**src/rtl/uart_rx_axis.sv**
```systemverilog
// UART 8N1 receive stage with an AXI4-Stream master output.
// The serial line is synchronised, framed by a down-counting bit timer
// and delivered one byte at a time with single-byte buffering.
//
// state | meaning
// ------+-------------------------------------------------------------
// IDLE  | waiting for a low on rxd_s while armed
// START | timing to the middle of the start bit to confirm it
// DATA  | sampling 8 data bits, LSB first, one bit period apart
// STOP  | timing to the middle of the stop bit, then deliver or flag
module uart_rx_axis #(
  parameter int DATA_WIDTH = 8
) (
  input  logic                  clk,
  input  logic                  rst,
  input  logic [15:0]           prescale,
  input  logic                  rxd,
  output logic [DATA_WIDTH-1:0] m_axis_tdata,
  output logic                  m_axis_tvalid,
  input  logic                  m_axis_tready,
  output logic                  rx_busy,
  output logic                  rx_overrun_error,
  output logic                  rx_frame_error
);

  typedef enum logic [1:0] {
    IDLE  = 2'd0,
    START = 2'd1,
    DATA  = 2'd2,
    STOP  = 2'd3
  } state_t;

  localparam logic [2:0] LAST_BIT = 3'(DATA_WIDTH - 1);

  state_t                state, state_next;
  logic                  rxd_m, rxd_s;
  logic                  armed;
  logic [15:0]           presc_eff;
  logic [15:0]           presc_r;
  logic [18:0]           cnt;
  logic [2:0]            bit_idx;
  logic [DATA_WIDTH-1:0] shreg;
  logic                  tick;
  logic                  start_det;
  logic                  bit_sample;
  logic                  byte_done;
  logic                  frame_bad;

  // A prescale of zero would stall the timer, so it runs as one.
  assign presc_eff = (prescale == 16'd0) ? 16'd1 : prescale;
  assign tick      = (cnt == 19'd0);
  assign rx_busy   = (state != IDLE);

  // Two-flop synchroniser; resets to the idle (high) line level.
  always_ff @(posedge clk) begin
    if (!rst) begin
      rxd_m <= 1'b1;
      rxd_s <= 1'b1;
    end else begin
      rxd_m <= rxd;
      rxd_s <= rxd_m;
    end
  end

  // FSM state register.
  always_ff @(posedge clk) begin
    if (!rst) state <= IDLE;
    else      state <= state_next;
  end

  // Next-state decode and per-cycle strobes for the datapath.
  always_comb begin
    state_next = state;
    start_det  = 1'b0;
    bit_sample = 1'b0;
    byte_done  = 1'b0;
    frame_bad  = 1'b0;
    unique case (state)
      IDLE: begin
        if (armed && !rxd_s) begin
          start_det  = 1'b1;
          state_next = START;
        end
      end
      START: begin
        if (tick) state_next = rxd_s ? IDLE : DATA;
      end
      DATA: begin
        if (tick) begin
          bit_sample = 1'b1;
          if (bit_idx == LAST_BIT) state_next = STOP;
        end
      end
      STOP: begin
        if (tick) begin
          state_next = IDLE;
          if (rxd_s) byte_done = 1'b1;
          else       frame_bad = 1'b1;
        end
      end
      default: state_next = IDLE;
    endcase
  end

  // Bit timer (down-counter reloaded on terminal count), bit index and shifter.
  always_ff @(posedge clk) begin
    if (!rst) begin
      presc_r <= 16'd1;
      cnt     <= '0;
      bit_idx <= '0;
      shreg   <= '0;
    end else begin
      if (start_det) begin
        presc_r <= presc_eff;
        // First sample lands mid start bit, half a bit period after detection.
        cnt     <= {1'b0, presc_eff, 2'b00} - 19'd1;
        bit_idx <= '0;
      end else if (state != IDLE) begin
        if (tick) cnt <= {presc_r, 3'b000} - 19'd1;
        else      cnt <= cnt - 19'd1;
      end
      if (bit_sample) begin
        shreg   <= {rxd_s, shreg[DATA_WIDTH-1:1]};
        bit_idx <= bit_idx + 3'd1;
      end
    end
  end

  // After a framing error (e.g. a break) stay disarmed until the line is seen high.
  always_ff @(posedge clk) begin
    if (!rst)                       armed <= 1'b0;
    else if (frame_bad)             armed <= 1'b0;
    else if (state == IDLE && rxd_s) armed <= 1'b1;
  end

  // Output holding register, handshake and one-cycle error pulses.
  always_ff @(posedge clk) begin
    if (!rst) begin
      m_axis_tdata     <= '0;
      m_axis_tvalid    <= 1'b0;
      rx_overrun_error <= 1'b0;
      rx_frame_error   <= 1'b0;
    end else begin
      rx_overrun_error <= 1'b0;
      rx_frame_error   <= frame_bad;
      if (byte_done) begin
        m_axis_tdata     <= shreg;
        m_axis_tvalid    <= 1'b1;
        rx_overrun_error <= m_axis_tvalid && !m_axis_tready;
      end else if (m_axis_tready) begin
        m_axis_tvalid <= 1'b0;
      end
    end
  end

endmodule
```
**config.mk**
```make
export PLATFORM = sky130hd
export DESIGN_NAME = uart_rx_axis
export DESIGN_NICKNAME = d
export VERILOG_FILES = /design/src/rtl/uart_rx_axis.sv
export SDC_FILE = /design/constraint.sdc
export NUM_CORES = 1
export LEC_CHECK = 0
export ABC_AREA = 1
export BUFFER_PORTS_ARGS = -buffer_cell sky130_fd_sc_hd__buf_2
export CORE_MARGIN = 2
export CORE_UTILIZATION = 35
export CTS_BUF_LIST = sky130_fd_sc_hd__clkbuf_8
export CTS_CLUSTER_DIAMETER = 40
export DETAILED_ROUTE_END_ITERATION = 8
export PLACE_DENSITY = 0.62
export SYNTH_ARGS = -nofsm -noshare
export SYNTH_HDL_FRONTEND = slang
export SYNTH_SLANG_ARGS = --single-unit
```
**constraint.sdc**
```tcl
create_clock -name clk -period 3.1 [get_ports clk]
set_input_delay 0.93 -clock clk [delete_from_list [all_inputs] [get_ports clk]]
set_output_delay 0.93 -clock clk [all_outputs]
set_load 0.02 [all_outputs]
```
### Word-level counts from Yosys, hierarchy flattened

Index checks and enable logic that the tools add are counted.

| storage, ports and cells | value |
|---|---|
| register bits | 62 |
| latch bits | 0 |
| bits in writable memories | 0 |
| ROM bits | 0 |
| input bits | 20 |
| output and inout bits | 12 |
| word-level logic and storage cells | 66 |
| memories | 0 |

| operators by class | value |
|---|---|
| add/sub/neg operators | 4 |
| $mul | 0 |
| divide/modulo/power cells | 0 |
| magnitude comparators | 0 |
| eq/ne operators | 9 |
| shift operators | 0 |
| multiplexer cells | 25 |
| bitwise operators | 1 |
| reduce and logical (&&, ||, !) cells | 15 |

Operator list:

| operator | count |
|---|---|
| $mux W19 | 3 |
| $sub A19 B1 Y19 const B | 2 |
| $logic_not A19 Y1 | 1 |
| $sub A18 B1 Y19 const B | 1 |
| $logic_not A16 Y1 | 1 |
| $mux W16 | 1 |
| $mux W1 | 12 |
| $mux W2 | 6 |
| $ne A2 B2 Y1 const B | 5 |
| $pmux W2 S4 | 1 |
| $reduce_bool A2 Y1 | 4 |
| $mux W3 | 2 |
| $reduce_and A5 Y1 | 1 |
| $eq A2 B2 Y1 const B | 2 |
| $add A3 B1 Y3 const B | 1 |
| $eq A3 B3 Y1 const B | 1 |
| $logic_and A1 B1 Y1 | 3 |
| $eq A2 B1 Y1 const B | 1 |
| $logic_not A1 Y1 | 2 |
| $logic_not A2 Y1 | 1 |
| $reduce_and A2 Y1 | 1 |
| $reduce_or A2 Y1 | 1 |
| $not A1 Y1 | 1 |

### Depth between registers and ports, before layout

Gate-level depths: netlist of the first run.

| depth | value |
|---|---|
| depth after elaboration | 6 |
| depth in mapped cells | 13 |
| mapped depth without buffers | 13 |

### Worst setup path before layout of the first run

OpenSTA, ideal clock, no wires.

| path | value |
|---|---|
| path kind | input -> register |
| from | in prescale[6] |
| to | reg cnt[12] |
| setup time | 0.070 ns |
| arrival | 2.379 ns |
| required time | 3.030 ns |
| setup slack | 0.651 ns |
| cell stages on the path | 13 |
| buffers on the path | 0 |
| cells stage by stage | nor2_1 > nand2_1 > nor2_1 > nand2_1 > nand2_1 > inv_1 > ha_1 > nand2_1 > nor2_1 > nand3_1 > xor2_1 > o21ai_0 > a21oi_1 |

| on the way | value |
|---|---|
| longest elaborated chain between the ends | 4 |

RTL lines:

| element | line | text |
|---|---|---|
| from (decl) | 16 | `input logic [15:0] prescale,` |
| $logic_not A16 Y1 | 50 | `assign presc_eff = (prescale == 16'd0) ? 16'd1 : prescale;` |
| $mux W16 (*) | 50 |  |
| $sub A18 B1 Y19 (*) | 116 | `cnt <= {1'b0, presc_eff, 2'b00} - 19'd1;` |
| $mux W19 (*) | 113 | `if (start_det) begin` |
| to (signal assigned) | 116 |  |
| to (signal assigned) | 119 | `if (tick) cnt <= {presc_r, 3'b000} - 19'd1;` |
| to (signal assigned) | 120 | `else cnt <= cnt - 19'd1;` |
| to (decl) | 40 | `logic [18:0] cnt;` |

Mark *: on every way between the ends. The rest lies on a longest branch, timed or not.
A chain may end at the register's enable or synchronous reset.

### Worst setup path after layout of the first run

| path | value |
|---|---|
| from | in prescale[6] |
| to | reg cnt[16] |

The elaborated chain is that of the path after synthesis.

==> flow_summary_export.csv, run 1 <==
group,metric,value,unit
run_status,status,"completed",
floorplan,dieHeight,108,um
yosys,ys_warn_count,0,
global_route,grt_pass1_wl,17.2,mm
setup_path,worst_ep_arrival_time,2.62,ns
placement,portBuffers,31,
sta,hold_viol,0,
global_route,grt_pass1_vias,3537,
setup_path,required,3.38,ns
sta,worst_pin_slew,0.772,ns
yosys,post-synth-top-area-fraction,0.327,
global_route,grt_max_degree,45,
yosys,ys_ff_latch,62,
sta,skew,0.00821,ns
sta,finalCriticalPeriod,2.34,ns
yosys,syn-num-nets,612,
drt,ant_nets,0,
final_layout,fillers,1122,
final_layout,final_layout_size_suffix_gt1_frac,0.127,
sta,slew_headroom,0.481,
drt,drtIter0Drc,245,
floorplan,start_util,0.355,
drt,wirelength,10.4,mm
drt,vias,3799,
clock_network,cts.reportedPaths.clkPinSlew,0.08,ns
placement,finalWeightedCongestion,0.911,
final_layout,syn_to_final_growth,14.1,%
sta,holdWs,0.424,ns
placement,dp_cells,745,
sta,period_share,0.756,
clock_network,post_cts_resized,0,
global_route,antenna_found_initial,0,
yosys,synth.top_cells.by_area,"dfxtp_1 33%, nand2_1 14%, nor2_1 9.1%",
clock_network,clk_latency,0.36,ns
pwr,power.total,0.00379,W
sta,rsz0062_at_grt,"false",
final_layout,final_common_cell,"nand2_1",
setup_path,cp_max_fo,4,
sta,slew_violations,0,
floorplan,core_area,10700,um2
clock_network,cts_inserted_buffers,9,
setup_path,criticalPathCategory,"in -> reg",
drt,dr.pass1.iters,8,
yosys,avgSynthCellArea,6.47,um2
floorplan,die_area,11700,um2
final_layout,fin_nets,641,
final_layout,diodes,0,
pwr,power_leakage,2.03,nW
clock_network,cts_hold_buf,0,
drt,post_drt_wl_per_cell,13.7,um
run,drv_cap,0,
setup_path,cp-start-kind,"primary input",
clock_network,cts.sinks,62,
yosys,synth_area,3800,um2
yosys,synth_cell_types,39,
pwr,powerDensity,875,nW/um2
floorplan,fp.dieW,108,um
clock_network,cts.htree.levels,3,
global_route,gr-total-overflow,0,
global_route,grt_use_total,0.190,
pwr,vdd_ir_drop_max,0.353,mV
clock_network,cts_buffer_depth,2,
setup_path,cp-end-kind,"register",
sta,max_freq,0.427,GHz
yosys,yosysTopAreaCell,"dfxtp_1",
floorplan,rows,38,
sta,setup_tns,0,ns
yosys,yosysSeqAreaShare,0.327,
drt,drc,0,
hold_path,hold_class,"reg -> reg",
final_layout,fin_util,0.405,
floorplan,io_pins,32,
clock_network,post_cts_buffers,0,
yosys,synth_cells,587,
clock_network,cts_tree,"built",
clock_network,clock-root-buffer,"clkbuf_8",
placement,place.detailed.hpwl,7.55,mm
drt,avgViaCountPerCell,4.99,
sta,setup_viol,0,
final_layout,layout_common_cells,"137 x nand2_1, 92 x nor2_1, 65 x inv_1, 62 x dfxtp_1, 44 x o21ai_0",
final_layout,finalNonFillerCells,761,
[layout make-up]
cell class,count,area (um2),area share
inverter,69,259,0.0598
timing repair buffer,36,193,0.0445
clock inverter,7,146,0.0338
sequential,62,1240,0.287
clock buffer,9,124,0.0286
multi-input combinational,438,2190,0.506
tap,140,175,0.0405
[synthesized netlist by cell type (all sizes together)]
library cell,number
o2111ai,1
nand3,39
nor3,3
ha,5
xor2,16
o211a,2
clkinv,1
o22ai,1
xnor2,10
o21bai,1
o31ai,1
clkbuf,9
buf,9
or2,5
o211ai,3
a311oi,1
a211oi,6
nor4,1
nand3b,3
a21oi,42
o21ai,50
dfxtp,62
inv,68
a31oi,3
nand2,138
nor2,103
nand4,4
[path summary, 6_finish.rpt]
| kind | start | to | slack, ns | cells past startpoint |
|---|---|---|---|---|
| setup reg to reg | cnt[0] | shreg[6] | 0.85 | 9 |
| setup / recovery | prescale[6] | cnt[16] | 0.76 | 14 |
| hold / removal | rxd_m | rxd_s | 0.42 | 1 |
| hold reg to reg | rxd_m | rxd_s | 0.42 | 1 |
[critical path: stages]
cell	delay, ns
buf_2	0.13
nor2_1	0.24
nand2_1	0.11
nor2_1	0.11
nand2_1	0.07
nand2_1	0.08
inv_1	0.06
ha_1	0.22
nand2_1	0.12
nor2_1	0.10
nand2_1	0.09
xor2_1	0.15
a21oi_1	0.08
a21oi_1	0.13
[kinds of logic (layout without fill, tap and decap cells)]
| logic type | Yosys count | count (layout) | share of synthesized area |
|---|---|---|---|
| xor gates and xnor gates | 26 | 26 | 0.0600 |
| adders and majority gates | 5 | 5 | 0.0165 |
| and+or+nand+nor | 296 | 296 | 0.337 |
| AOI/OAI and AO/OA | 111 | 111 | 0.164 |
| buffers and inverters | 87 | 121 | 0.0956 |
| DFF | 62 | 62 | 0.327 |
[state kept, by name (all words and copies together) (netlist names), named ones only]
| signal | count |
|---|---|
| cnt | 19 |
| rxd_s | 1 |
| bit_idx | 3 |
| state | 1 |
| rx_overrun_error | 1 |
| armed | 1 |
| presc_r | 16 |
| shreg | 8 |
| m_axis_tdata | 8 |
| m_axis_tvalid | 1 |
| rxd_m | 1 |
| rx_frame_error | 1 |
[metal layers]
| metal | wire (um) | vias to the layer above | track usage |
|---|---|---|---|
| met2 | 4780 | 95 | 0.306 |
| met1 | 4960 | 1739 | 0.251 |
| met5 | 0 | - | 0 |
| met4 | 213 | 0 | 0.0797 |
| li1 | - | 1949 | - |
| met3 | 456 | 16 | 0.0307 |
[per-stage QoR]
stage | worst slack, ns | cell area (um2)
finish | 0.756 | 4330
global route | 0.545 | 4330
CTS | 0.763 | 4330
detailed placement | 0.396 | 4060
global placement | 0.433 | 4060
floorplan | 0.651 | 3800
[power by group]
group | internal (W) | switching [W]
registers | 0.000916 | 0.000148
logic | 0.000621 | 0.00112
clock network | 0.000619 | 0.000368
Note: power is estimated with default switching activity, not from simulation.
==> inputs of run 2 (changes only) <==
==> constraint.sdc (replaced) <==
create_clock -name clk -period 2.4 [get_ports clk]
set_input_delay 0.72 -clock clk [delete_from_list [all_inputs] [get_ports clk]]
set_output_delay 0.72 -clock clk [all_outputs]
set_load 0.02 [all_outputs]
==> run 2 against run 1 <==
Clock skew grew 0.0019 ns; total power up 21%; first-iteration DRC count grew 26%; critical path depth fell by 11; non-clock buffer count up 23; sequential cell count is the same; clock power shrank 12%; largest power group unchanged.
==> flow_summary_export.csv, run 2 (same netlist as run 1, synthesis figures left out) <==
group,metric,value,unit
global_route,gr-total-overflow,0,
floorplan,die_area,11700,um2
clock_network,post_cts_resized,0,
final_layout,top_regs,"cnt: 19 flops, presc_r: 16 flops",
sta,period_share,0.878,
run,drv_cap,0,
final_layout,multi_input_area,2190,um2
placement,dp_cells,768,
floorplan,dieHeight,108,um
final_layout,diodes,0,
final_layout,finalNonFillerCells,784,
pwr,swShare,0.470,
final_layout,final-seq-area,1240,um2
final_layout,layout_common_cells,"137 x nand2_1, 91 x nor2_1, 65 x inv_1, 62 x dfxtp_1, 44 x o21ai_0",
floorplan,io_pins,32,
sta,rsz0062_at_grt,"false",
final_layout,syn_to_final_growth,16.6,%
hold_path,hold_class,"reg -> reg",
pwr,powerDensity,1030,nW/um2
pwr,pwr-share-comb,0.511,
setup_path,r2r_cells,10,
floorplan,start_util,0.355,
final_layout,largest_reg_flops,19,
sta,finalCriticalPeriod,2.11,ns
placement,portBuffers,31,
clock_network,cts_buffer_depth,2,
sta,fin_ws,0.294,ns
drt,vias,3913,
setup_path,worst_ep_arrival_time,1.39,ns
final_layout,fin_util,0.414,
placement,place_ws,-0.0420,ns
hold_path,hold_depth,1,
global_route,grt_max_degree,45,
final_layout,regMostFlops,"cnt",
setup_path,cp_max_fo,9,
pwr,vdd_ir_drop_max,0.538,mV
pwr,internal-power,0.00242,W
drt,avgViaCountPerCell,4.99,
floorplan,fp.dieW,108,um
pwr,power.switching,0.00215,W
setup_path,required,1.68,ns
setup_path,cp-end-kind,"output port",
final_layout,fin_nets,664,
sta,slew_headroom,0.639,
setup_path,r2r-start,"cnt[0]",
floorplan,core_area,10700,um2
drt,drc,0,
setup_path,criticalPathCategory,"reg -> out",
clock_network,cts.htree.levels,3,
drt,wirelength,10.3,mm
clock_network,cts.reportedPaths.clkPinSlew,0.08,ns
drt,post_drt_wl_per_cell,13.1,um
pwr,pwr-share-seq,0.299,
sta,skew,0.0101,ns
clock_network,clk_latency,0.35,ns
pwr,power_leakage,2.10,nW
placement,finalWeightedCongestion,0.914,
clock_network,cts_hold_buf,0,
setup_path,cp-start-kind,"register",
global_route,grt_pass1_vias,3693,
floorplan,rows,38,
sta,hold_viol,0,
clock_network,cts_inserted_buffers,9,
clock_network,post_cts_buffers,0,
sta,holdWs,0.425,ns
hold_path,whs_endpoint,"rxd_s",
drt,drtIter0Drc,308,
setup_path,crit_start,"state[0]",
sta,setup_viol,0,
global_route,antenna_found_initial,0,
clock_network,cts.sinks,62,
run_status,status,"completed",
clock_network,clock-root-buffer,"clkbuf_8",
final_layout,final_layout_size_suffix_gt1_frac,0.160,
setup_path,r2r_setup_slack,0.30,ns
drt,ant_nets,0,
hold_path,hp-start,"rxd_m",
sta,worst_pin_slew,0.538,ns
drt,dr.pass1.iters,7,
pwr,clockPowerShare,0.190,
final_layout,final_common_cell,"nand2_1",
sta,slew_violations,0,
sta,max_freq,0.475,GHz
global_route,grt_use_total,0.188,
setup_path,r2r-end,"cnt[14]",
global_route,grt_pass1_wl,17.4,mm
placement,place.detailed.hpwl,7.76,mm
final_layout,fillers,1165,
clock_network,cts_tree,"built",
run 2: cell count changes in the layout (fill, tap and decap cells not counted), moves of 2 or more:
| cell | delta |
|---|---|
| buf_4 | +22 |
| bufinv_16 | -4 |
| clkinv_4 | -3 |
| clkinvlp_4 | +2 |
| inv_6 | +4 |
run 2: how the worst max path moves through the flow:
stage               to  slack [ns]  cells past startpoint
2_1_floorplan  cnt[12]        0.16                     13
3_3_place_gp   cnt[16]       0.008                     14
3_5_place_dp   cnt[18]       -0.04                     14
4_1_cts        rx_busy        0.29                      3
5_1_grt        cnt[10]        0.09                     14
6_report       rx_busy        0.29                      3
run 2: power by group through the flow:
| stage | clock (W) | combinational [W] | sequential (W) |
|---|---|---|---|
| after global placement | 0 | 0.00228 | 0.00138 |
| after CTS | 0.000881 | 0.00232 | 0.00136 |
| final | 0.000869 | 0.00234 | 0.00137 |
| after floorplan | 0 | 0.00183 | 0.00134 |
| after detailed placement | 0 | 0.00230 | 0.00138 |
| after global routing | 0.000936 | 0.00266 | 0.00139 |
run 2: critical path, stage by stage, from the launching register on:
cell and delay, ns:
dfxtp_1 0.38, nor2_4 0.26, inv_1 0.19, buf_2 0.20
run 2: layout make-up:
class / instances / share of cell area
repair buffers: 59 / 0.0854
flip-flops and latches: 62 / 0.280
clock buffers: 9 / 0.0280
clock inverters: 7 / 0.0124
multi-input cells: 438 / 0.496
inverters: 69 / 0.0585
well taps: 140 / 0.0396
run 2: per-layer routing:
layer | wire [um] | global-route usage | vias up
li1 | - | - | 1985
met1 | 4700 | 0.244 | 1793
met2 | 4700 | 0.312 | 113
met3 | 605 | 0.0368 | 22
met4 | 292 | 0.0659 | 0
met5 | 0 | 0 | -
run 2: metrics by stage:
stage               instance area [um2]  power [W]  setup TNS (ns)
floorplan                          3800    0.00317               0
global placement                   4250    0.00366               0
detailed placement                 4250    0.00369          -0.112
CTS                                4420    0.00456               0
global route                       4430    0.00499               0
finish                             4430    0.00457               0
==> inputs of run 3 (changes only) <==
--- a/config.mk
+++ b/config.mk
@@ -12,7 +12,7 @@
 export CTS_BUF_LIST = sky130_fd_sc_hd__clkbuf_8
 export CTS_CLUSTER_DIAMETER = 40
 export DETAILED_ROUTE_END_ITERATION = 8
-export PLACE_DENSITY = 0.62
+export PLACE_DENSITY = 0.64
 export SYNTH_ARGS = -nofsm -noshare
 export SYNTH_HDL_FRONTEND = slang
 export SYNTH_SLANG_ARGS = --single-unit
==> constraint.sdc (replaced) <==
create_clock -name clk -period 1.8 [get_ports clk]
set_input_delay 0.54 -clock clk [delete_from_list [all_inputs] [get_ports clk]]
set_output_delay 0.54 -clock clk [all_outputs]
set_load 0.02 [all_outputs]
==> run 3 against run 2 <==
Sequential power increased by 32%; non-clock buffer count increased by 25; routed wire length increased by 1.8%.
==> flow_summary_export.csv, run 3 (same netlist as run 1, synthesis figures left out) <==
group,metric,value,unit
final_layout,fillers,1122,
pwr,power.switching,0.00289,W
placement,finalWeightedCongestion,0.934,
floorplan,dieHeight,108,um
final_layout,largest_reg_flops,19,
placement,dp_cells,791,
sta,finalCriticalPeriod,1.70,ns
floorplan,io_pins,32,
hold_path,hp-start,"rxd",
setup_path,cp_max_fo,6,
setup_path,cp-start-kind,"register",
global_route,grt_use_total,0.192,
drt,avgViaCountPerCell,4.95,
sta,period_share,0.947,
sta,max_freq,0.587,GHz
run_status,status,"completed",
drt,post_drt_wl_per_cell,13.0,um
drt,drtIter0Drc,307,
pwr,pwr-share-comb,0.520,
clock_network,cts_tree,"built",
final_layout,fin_nets,689,
floorplan,fp.dieW,108,um
clock_network,clk_latency,0.35,ns
clock_network,cts.reportedPaths.clkPinSlew,0.08,ns
final_layout,syn_to_final_growth,24.6,%
clock_network,clock-root-buffer,"clkbuf_8",
sta,rsz0062_at_grt,"false",
setup_path,r2r_cells,8,
hold_path,hold_depth,2,
clock_network,cts_hold_buf,0,
setup_path,r2r-start,"state[0]",
final_layout,final-seq-area,1240,um2
setup_path,crit_chain,"nor2_4 -> inv_2 -> buf_2",
sta,setup_tns,0,ns
setup_path,criticalPathCategory,"reg -> out",
sta,hold_viol,0,
floorplan,die_area,11700,um2
setup_path,cp-end-kind,"output port",
pwr,power.total,0.00646,W
setup_path,path_buf_inv,2,
setup_path,cp_slowest_cell,"dfxtp_2",
placement,place.detailed.hpwl,8.09,mm
final_layout,final_common_cell,"nand2_1",
floorplan,core_area,10700,um2
final_layout,layout_common_cells,"133 x nand2_1, 82 x nor2_1, 63 x inv_1, 60 x dfxtp_1, 52 x buf_4",
sta,skew,0.00921,ns
global_route,antenna_found_initial,0,
final_layout,multi_input_area,2280,um2
drt,dr.pass1.iters,5,
placement,portBuffers,31,
floorplan,rows,38,
drt,ant_nets,0,
sta,worst_pin_slew,0.353,ns
setup_path,crit_family,"flip-flops",
setup_path,required,1.26,ns
pwr,internal-power,0.00357,W
final_layout,regMostFlops,"cnt",
placement,postPlaceCellArea,4490,um2
global_route,grt_pass1_wl,17.7,mm
drt,vias,4004,
sta,setup_viol,0,
setup_path,max_stage_delay,0.36,ns
final_layout,top_regs,"cnt: 19 flops, presc_r: 16 flops",
final_layout,finalInstanceArea,4730,um2
sta,holdWs,0.383,ns
setup_path,r2r_setup_slack,0.14,ns
floorplan,start_util,0.355,
global_route,gr-total-overflow,0,
pwr,swShare,0.448,
sta,slew_headroom,0.764,
final_layout,diodes,0,
pwr,pwr-share-seq,0.281,
drt,wirelength,10.5,mm
final_layout,final_layout_size_suffix_gt1_frac,0.221,
pwr,vdd_ir_drop_max,0.591,mV
pwr,powerDensity,1370,nW/um2
clock_network,cts_buffer_depth,2,
clock_network,cts.sinks,62,
run,drv_cap,0,
final_layout,finalNonFillerCells,809,
pwr,power_leakage,2.24,nW
global_route,grt_max_degree,26,
hold_path,whs_endpoint,"rxd_m",
setup_path,worst_ep_arrival_time,1.16,ns
hold_path,hold_class,"in -> reg",
drt,drc,0,
sta,slew_violations,0,
setup_path,r2r-end,"cnt[15]",
pwr,clockPowerShare,0.199,
clock_network,cts_inserted_buffers,9,
global_route,grt_pass1_vias,3683,
clock_network,cts.htree.levels,3,
run 3: cell count changes in the layout (fill, tap and decap cells not counted), sizes merged:
cell	before	now
inv	72	71
buf	59	84
bufinv	0	1
run 3: timing repair:
action                                 CTS  global route
gates resized for setup                  1             8
endpoints found under the hold margin    0             0
pin swaps                                0             3
cloned                                   0             0
setup buffers                            0             2
setup endpoints to repair                1            15
run 3: cell type report:
class	instances	share of cell area
timing repair buffer	84	0.120
sequential	62	0.263
tap	140	0.0370
inverter	69	0.0547
clock inverter	7	0.0169
multi-input combinational	438	0.483
clock buffer	9	0.0262
run 3: how the worst max path moves through the flow:
stage                     cells past startpoint         start  endpoint  slack, ns
after global routing                         10         rxd_s   cnt[15]      0.006
after floorplan                              13   prescale[3]   cnt[16]      0.005
after CTS                                     3      register   rx_busy       0.02
final                                         3      state[0]   rx_busy        0.1
after global placement                       14  prescale[12]   cnt[14]      -0.29
after detailed placement                     14  prescale[12]   cnt[14]      -0.29
run 3: metrics by stage:
stage,util,setup WS [ns]
global route,0.442,0.00603
floorplan,-,0.00499
detailed placement,0.420,-0.291
global placement,0.420,-0.289
CTS,0.439,0.0169
finish,0.442,0.0957
run 3: power by group through the flow:
stage | registers [W] | logic (W) | clock network, W
final | 0.00181 | 0.00336 | 0.00129
after global routing | 0.00184 | 0.00384 | 0.00138
after CTS | 0.00180 | 0.00327 | 0.00131
after detailed placement | 0.00183 | 0.00325 | 0
after global placement | 0.00183 | 0.00322 | 0
after floorplan | 0.00178 | 0.00245 | 0
run 3: metal layers:
| metal | routed length (um) | share of wire | GRT usage |
|---|---|---|---|
| met1 | 5060 | 0.48 | 0.270 |
| met2 | 4800 | 0.46 | 0.306 |
| met3 | 501 | 0.048 | 0.0325 |
| met4 | 117 | 0.011 | 0.0495 |
| met5 | 0 | 0 | 0 |
